**config.mk**
```make
export PLATFORM = sky130hd
export DESIGN_NAME = bullet_pool
export DESIGN_NICKNAME = d
export VERILOG_FILES = /design/src/rtl/bullet_pool.sv
export SDC_FILE = /design/constraint.sdc
export NUM_CORES = 1
export LEC_CHECK = 0
export BUFFER_PORTS_ARGS = -buffer_cell sky130_fd_sc_hd__buf_2
export CAP_MARGIN = 0
export CORE_AREA = 2 2 127 129
export CTS_CLUSTER_SIZE = 25
export DETAILED_ROUTE_END_ITERATION = 6
export DIE_AREA = 0 0 129 131
export PLACE_DENSITY = 0.69
export SLEW_MARGIN = 20
export SYNTH_ARGS = -nofsm -noshare
export SYNTH_HDL_FRONTEND = slang
export SYNTH_SLANG_ARGS = --single-unit
```
**constraint.sdc**
```tcl
create_clock -name clk -period 4.33 [get_ports clk]
set_clock_uncertainty 0.05 [all_clocks]
set_input_delay 0 -clock clk [delete_from_list [all_inputs] [get_ports clk]]
set_output_delay 0 -clock clk [all_outputs]
set_load 0.03 [all_outputs]
```
**src/rtl/bullet_pool.sv**
```systemverilog
// bullet_pool: fixed pool of projectile slots with spawn, move, hit and clear.
// Optional refire lockout is enabled with `define BULLET_POOL_COOLDOWN_EN.
module bullet_pool #(
  parameter int NUM_BULLETS     = 6,
  parameter int COORD_W         = 10,
  parameter int SPAWN_Y_OFFSET  = 7,
  parameter int STEP            = 1,
  parameter int MIN_Y           = 2,
  parameter int PARK_Y          = 1000,
  parameter int COOLDOWN_CYCLES = 8
) (
  input  logic                             clk,
  input  logic                             reset_n,
  input  logic                             stop,
  input  logic                             clear,
  input  logic                             fire,
  input  logic                             move_tick,
  input  logic [COORD_W-1:0]               user_x,
  input  logic [COORD_W-1:0]               user_y,
  input  logic [NUM_BULLETS-1:0]           hit,
  output logic [NUM_BULLETS-1:0]           active,
  output logic [NUM_BULLETS*COORD_W-1:0]   bullet_x,
  output logic [NUM_BULLETS*COORD_W-1:0]   bullet_y,
  output logic [$clog2(NUM_BULLETS+1)-1:0] free_count,
  output logic                             fire_drop
);

  localparam int CNT_W = $clog2(NUM_BULLETS + 1);
  localparam int IDX_W =
    (NUM_BULLETS > 1) ? $clog2(NUM_BULLETS) : 1;
  localparam int CD_W =
    (COOLDOWN_CYCLES > 0) ? $clog2(COOLDOWN_CYCLES + 1) : 1;

  localparam logic [COORD_W-1:0] PARK  = COORD_W'(PARK_Y);
  localparam logic [COORD_W-1:0] STP   = COORD_W'(STEP);
  localparam logic [COORD_W-1:0] OFS   = COORD_W'(SPAWN_Y_OFFSET);
  localparam logic [COORD_W-1:0] LIVE  = COORD_W'(MIN_Y + STEP);

  logic [COORD_W-1:0]     x_q [NUM_BULLETS];
  logic [COORD_W-1:0]     y_q [NUM_BULLETS];
  logic [COORD_W-1:0]     x_n [NUM_BULLETS];
  logic [COORD_W-1:0]     y_n [NUM_BULLETS];
  logic [NUM_BULLETS-1:0] act_n;
  logic [CNT_W-1:0]       cnt_n;
  logic [IDX_W-1:0]       sel;
  logic                   fire_prev;
  logic                   fire_edge;
  logic                   try_fire;
  logic                   any_free;
  logic                   accept;
  logic                   drop_n;
  logic [CD_W-1:0]        cooldown;

`ifdef BULLET_POOL_COOLDOWN_EN
  // refire lockout: load on each spawn, count down to zero
  always_ff @(posedge clk or negedge reset_n) begin
    if (!reset_n)
      cooldown <= '0;
    else if (clear)
      cooldown <= '0;
    else if (accept)
      cooldown <= CD_W'(COOLDOWN_CYCLES);
    else if (cooldown != '0)
      cooldown <= cooldown - CD_W'(1);
  end
`else
  assign cooldown = '0;
`endif

  // next-state: hit beats movement, spawn uses pre-edge free slots,
  // clear overrides everything
  always_comb begin
    fire_edge = fire & ~fire_prev;
    any_free  = ~&active;
    sel       = '0;
    for (int i = NUM_BULLETS - 1; i >= 0; i--)
      if (!active[i]) sel = IDX_W'(i);
    try_fire = fire_edge & ~stop & ~clear;
    accept   = try_fire & any_free & (cooldown == '0);
    drop_n   = try_fire & ~accept;
    act_n    = active;
    for (int i = 0; i < NUM_BULLETS; i++) begin
      x_n[i] = x_q[i];
      y_n[i] = y_q[i];
      if (hit[i]) begin
        act_n[i] = 1'b0;
        y_n[i]   = PARK;
      end else if (move_tick && !stop && active[i]) begin
        if (y_q[i] >= LIVE) begin
          y_n[i] = y_q[i] - STP;
        end else begin
          act_n[i] = 1'b0;
          y_n[i]   = PARK;
        end
      end
    end
    if (accept) begin
      act_n[sel] = 1'b1;
      x_n[sel]   = user_x;
      y_n[sel]   = user_y - OFS;
    end
    if (clear) begin
      act_n = '0;
      for (int i = 0; i < NUM_BULLETS; i++)
        y_n[i] = PARK;
    end
    cnt_n = '0;
    for (int i = 0; i < NUM_BULLETS; i++)
      if (!act_n[i]) cnt_n = cnt_n + CNT_W'(1);
  end

  // slot state, free count and drop pulse registers
  always_ff @(posedge clk or negedge reset_n) begin
    if (!reset_n) begin
      active     <= '0;
      free_count <= CNT_W'(NUM_BULLETS);
      fire_drop  <= 1'b0;
      fire_prev  <= 1'b0;
      for (int i = 0; i < NUM_BULLETS; i++) begin
        x_q[i] <= '0;
        y_q[i] <= PARK;
      end
    end else begin
      active     <= act_n;
      free_count <= cnt_n;
      fire_drop  <= drop_n;
      fire_prev  <= fire;
      for (int i = 0; i < NUM_BULLETS; i++) begin
        x_q[i] <= x_n[i];
        y_q[i] <= y_n[i];
      end
    end
  end

  // pack per-slot coordinates onto the flat output buses
  always_comb begin
    bullet_x = '0;
    bullet_y = '0;
    for (int i = 0; i < NUM_BULLETS; i++) begin
      bullet_x[i*COORD_W +: COORD_W] = x_q[i];
      bullet_y[i*COORD_W +: COORD_W] = y_q[i];
    end
  end

endmodule

```
Yosys cells after proc, flatten, opt, wreduce, memory -nomap -nowiden
Cells that the tools add are included.
{ "op_classes": {"addsub": 12, "mul": 0, "div_mod_pow": 0, "n_lt_le_gt_ge": 10, "eq_ne": 0, "shift": 0, "n_mux": 58, "bitwise": 11, "n_reduce_logical": 12} }
{ "op_table": {"columns": ["operator", "n"], "rows": [
  ["two-way mux 10 bit", 19],
  ["bitwise mux 60 bit", 2],
  ["two-way mux 60 bit", 2],
  ["greater-or-equal comparator 10 x 2 -> 1 bit, second input constant", 6],
  ["subtractor 10 x 1 -> 10 bit, second input constant", 6],
  ["two-way mux 3 bit", 11],
  ["demux 10 bit (select 3 bit)", 1],
  ["two-way mux 1 bit", 20],
  ["adder 3 x 1 -> 3 bit, second input constant", 5],
  ["two-way mux 6 bit", 2],
  ["subtractor 10 x 3 -> 10 bit, second input constant", 1],
  ["logical AND 1 bit", 9],
  ["bitwise OR 6 bit", 1],
  ["AND reduction 6 bit", 1],
  ["bitwise AND 1 bit", 5],
  ["greater-or-equal comparator 4 bit, second input constant", 1],
  ["less-than comparator 3 x 4 -> 1 bit, second input constant", 1],
  ["less-than comparator 4 x 1 -> 1 bit, second input constant", 1],
  ["NOT 1 bit", 4],
  ["NOT 3 -> 4 bit", 1],
  ["demux 1 bit (select 3 bit)", 1],
  ["greater-or-equal comparator 3 x 1 -> 1 bit, second input constant", 1],
  ["logical NOT 1 bit", 2]
]} }
{ "word_totals": {"regBits": 131, "latch_bits": 0, "mem_bits_rw": 0, "mem_bits_ro": 0, "in_bits": 32, "output_inout_bits": 130, "word_cells": 119, "n_memories": 0} }

Longest topological paths before layout
{ "depth": {"ltp_word": 24, "ltp_mapped": 20, "ltp_nobuf": 19} }

Worst setup path before layout
Ideal clock, no wire load.
{ "synth_path": {"path_kind": "reg2reg", "from": "register fire_prev", "to": "register free_count[2]", "setup_ps": 75, "arrival_ps": 3603, "t_required_ps": 4205, "slack_ps": 602, "stages_incl_launch_ff": 19, "n_path_buf": 1, "synth_period_minus_slack_ps": 3728, "cell_sequence": "dfrtp_1 > or3b_1 > buf_2 > nor3_1 > a31oi_1 > or2_2 > ha_1 > xnor2_1 > ha_1 > o21ba_2 > a211o_1 > inv_1 > ha_1 > inv_1 > mux2i_1 > ha_1 > nand3b_1 > xnor2_1 > xnor2_1"} }
{ "synth_via": {"elab_chain_cells": 18} }
{ "synth_lines": {"columns": ["element", "line_no", "text"], "rows": [
  ["from (decl)", "46", "logic fire_prev;"],
  ["from (signal assigned)", "127", "fire_prev <= fire;"],
  ["NOT 1 bit (*)", "73", "fire_edge = fire & ~fire_prev;"],
  ["bitwise AND 1 bit (*)", "73", null],
  ["bitwise AND 1 bit (*) (2 in series)", "78", "try_fire = fire_edge & ~stop & ~clear;"],
  ["bitwise AND 1 bit (*)", "79", "accept = try_fire & any_free & (cooldown == '0);"],
  ["two-way mux 6 bit (*)", "97", "if (accept) begin"],
  ["two-way mux 6 bit (*)", "102", "if (clear) begin"],
  ["two-way mux 1 bit", "109", "if (!act_n[i]) cnt_n = cnt_n + CNT_W'(1);"],
  ["adder 3 x 1 -> 3 bit", "109", null],
  ["(+2 left out)", null, null],
  ["two-way mux 3 bit", "109", null],
  ["adder 3 x 1 -> 3 bit", "109", null],
  ["two-way mux 3 bit", "109", null],
  ["adder 3 x 1 -> 3 bit", "109", null],
  ["two-way mux 3 bit", "109", null],
  ["adder 3 x 1 -> 3 bit", "109", null],
  ["two-way mux 3 bit (*)", "109", null],
  ["via cnt_n[2]", "44", "logic [CNT_W-1:0] cnt_n;"],
  ["to (signal assigned)", "116", "free_count <= CNT_W'(NUM_BULLETS);"],
  ["to (signal assigned)", "125", "free_count <= cnt_n;"],
  ["to (decl)", "24", "output logic [$clog2(NUM_BULLETS+1)-1:0] free_count,"]
]} }
The timed path passes the listed nets; every way through them passes the cells marked *.
A chain may end at the register's enable or synchronous reset.

Worst setup path after layout
{ "layout_path": {"from": "register y_q (netlist bit bullet_y[4])", "to": "register free_count[1]"} }
{ "layout_via": {"elab_chain_cells": 18} }
{ "layout_lines": {"columns": ["element", "line_no", "text"], "rows": [
  ["from (decl)", "40", "logic [COORD_W-1:0] y_q [NUM_BULLETS];"],
  ["from (signal, indexed assignment)", "130", "y_q[i] <= y_n[i];"],
  ["greater-or-equal comparator 10 x 2 -> 1 bit (*)", "89", "if (y_q[i] >= LIVE) begin"],
  ["two-way mux 1 bit (*)", "89", null],
  ["two-way mux 1 bit (*)", "88", "end else if (move_tick && !stop && active[i]) begin"],
  ["two-way mux 1 bit (*)", "85", "if (hit[i]) begin"],
  ["bitwise OR 6 bit (no line)", null, null],
  ["two-way mux 6 bit (*)", "97", null],
  ["two-way mux 6 bit (*)", "102", null],
  ["two-way mux 1 bit (*)", "109", null],
  ["(+3 left out)", null, null],
  ["two-way mux 3 bit (*)", "109", null],
  ["adder 3 x 1 -> 3 bit", "109", null],
  ["two-way mux 3 bit (*)", "109", null],
  ["adder 3 x 1 -> 3 bit", "109", null],
  ["two-way mux 3 bit (*)", "109", null],
  ["adder 3 x 1 -> 3 bit", "109", null],
  ["two-way mux 3 bit (*)", "109", null],
  ["via cnt_n[1]", "44", null]
]} }
Marks and branches as above.

==> impl_metrics.yaml <==
power:
  p_comb_share_pct: 10.0
  power_mw: 3.166
  p_per_area_nw_per_um2: 357.4
  power.switching_uw: 812.9
  p_leak_nw: 4.104
  intPower_mw: 2.353
  swShare_pct: 25.68
  clockPowerShare_pct: 49.3
  max-vdd-ir-drop_mv: 0.2430
  power_frac_seq_pct: 40.7
cells_and_area:
  nets: 933
  postLayoutCoreUtil_pct: 56.79
  fill_cells: 1413
  final-seq-area_um2: 3326
  fin_area_um2: 8857
  final_common_cell: "buf_2"
  syn2layout_area_growth_pct: 27.14
  multi_input_area_um2: 3437
  fin_cells: 1113
  antenna_cells: 0
  mostFrequentLayoutCells: "160 x buf_2, 128 x nand2_1, 93 x dfrtp_1, 52 x nor2_1, 41 x mux2_2"
  drive_gt1_share_pct: 33.44
logic_synthesis:
  avgSynthCellArea_um2: 9.910
  synth_nets: 752
  ys_seq_area_share_pct: 47.74
  synth_area_um2: 6967
  synthCells: 703
  synth.distinct_cells: 60
  ys_ff_latch: 131
  ys_warn_count: 0
  ys.flop_type: "dfrtp_1"
  synth_edf_count: 0
  async_flop_share_pct: 100.0
floorplanning:
  die_h_um: 131
  core_area_um2: 15600
  initial_core_util_pct: 44.67
  num_io_pins: 162
  die_x_um: 129
  rows: 46
  die-area_um2: 16900
run_status:
  outcome: "finished, final reports clean"
detailed_routing:
  via_count: 5980
  first_iter_violations: 281
  ant_nets: 0
  drt-total-wl_mm: 19.98
  route.detailed.drc: 0
  dr.pass1.iters: 5
  vias_per_cell: 5.373
  route.detailed.wl_per_inst_um: 17.95
place:
  pre_cts_ws_ps: 448.8
  port_buffers: 161
  placed_cell_area_um2: 8048
  hpwl_mm: 13.68
  gp_congestion: 0.8815
  place_inst: 1064
sta:
  period_needed_ps: 3930
  rsz0062_at_grt: "false"
  drv_slew: 0
  finalHoldViolations: 0
  hold_slack_ps: 36.83
  slew-limit-headroom_pct: 26.28
  timing.setup.tns_ps: 0
  fmax_mhz: 254.5
  finalSetupViolCount: 0
  post-route-period-util_pct: 90.75
  tightest_slew_ps: 1098
  worst_slack_ps: 400.5
clocking:
  ctsHoldBuffers: 17
  cts.path.max_buffers: 2
  clock_latency_ps: 420
  cts_resized: 0
  cts_tree: "yes"
  clk_pin_slew_ps: 60
  cts_buffers: 17
  clock-sinks: 131
  htreeDepth: 4
  root_buffer: "clkbuf_16"
  post_cts_buffers: 0
grt:
  first_global_vias: 6012
  grt_max_degree: 97
  grt_antenna_before_repair: 0
  grt.total_usage_pct: 24.53
  grt.overflow.total: 0
  grt_pass1_wl_mm: 31.74
setup_path:
  crit_type: "register to register"
  cp_max_fo: 6
  critPathArrivalTime_ps: 4220
  endpoint_kind: "register"
  required_ps: 4630
  cp-start-kind: "register"
min_path:
  hp-class: "primary input to register"
job:
  cap_violations: 0
[state kept, by name, indices dropped and copies added (netlist names)]
register    count
active          6
bullet_x       60
bullet_y       60
fire_drop       1
fire_prev       1
free_count      3
[critical path, cell delays in order (launching register included)]
cell	delay [ps]
dfrtp_1	410
or4_1	570
nand4b_1	230
a31oi_1	350
ha_1	360
xnor2_1	160
ha_1	270
o21ba_2	140
a211o_1	310
inv_1	70
ha_1	220
inv_1	80
mux2i_1	70
ha_1	300
nand3b_1	90
o31a_1	130
o21ai_1	60
[kinds of logic after synthesis]
logic type / count (synthesis) / share of synthesized area (%)
AND/OR/NAND/NOR: 293 / 20.15
multiplexers: 43 / 6.914
buffers and inverters: 56 / 3.179
adder cells (fa/ha/maj): 17 / 3.053
AO/OA/AOI/OAI: 99 / 10.72
flip-flops: 131 / 47.74
XOR/XNOR: 64 / 8.244
[area by class of cell]
class / instances / area share (%)
multi-input cells: 516 / 38.80
flip-flops and latches: 131 / 37.55
repair buffers: 192 / 12.28
clock buffers: 18 / 4.958
well taps: 216 / 3.051
clock inverters: 14 / 2.260
inverters: 26 / 1.102
[routing by layer]
layer | vias to the layer above | wire length, µm | GRT usage (%)
met2 | 214 | 8924 | 38.47
met5 | - | 0 | 0
met4 | 0 | 593 | 10.68
li1 | 2813 | - | -
met3 | 33 | 1546 | 7.166
met1 | 2920 | 8918 | 31.83
[power groups by stage]
stage / Sequential (mW) / Clock [mW] / Combinational, mW
final: 1.29 / 1.56 / 0.317
after global routing: 1.29 / 1.64 / 0.339
after CTS: 1.29 / 1.58 / 0.319
after detailed placement: 1.31 / 0 / 0.306
after global placement: 1.31 / 0 / 0.304
after floorplan: 1.38 / 0 / 0.0942
[final timing paths]
path	from	end	slack (ps)	cells after the start
max reg2reg	bullet_y[4]	free_count[1]	400	16
min	user_y[0]	bullet_y[20]	40	4
min in group asynchronous	reset_n	bullet_y[2]	220	2
min reg2reg	bullet_x[38]	bullet_x[38]	420	2
max	bullet_y[4]	free_count[1]	400	16
max in group asynchronous	reset_n	bullet_x[47]	2970	3
[Yosys cell counts (17+ instances only)]
library cell    n  area share, %
nand2_1       128            6.9
dfrtp_1        93             33
nor2_1         53            2.9
mux2_2         41            6.6
dfstp_2        38             14
xnor2_1        35            4.4
a22o_1         31            3.9
nor3_1         29            2.1
xor2_1         28            3.5
inv_1          25            1.3
clkbuf_1       21            1.1
a21oi_1        18            1.3
ha_1           17            3.1
Note: power is estimated with default switching activity, not from simulation.
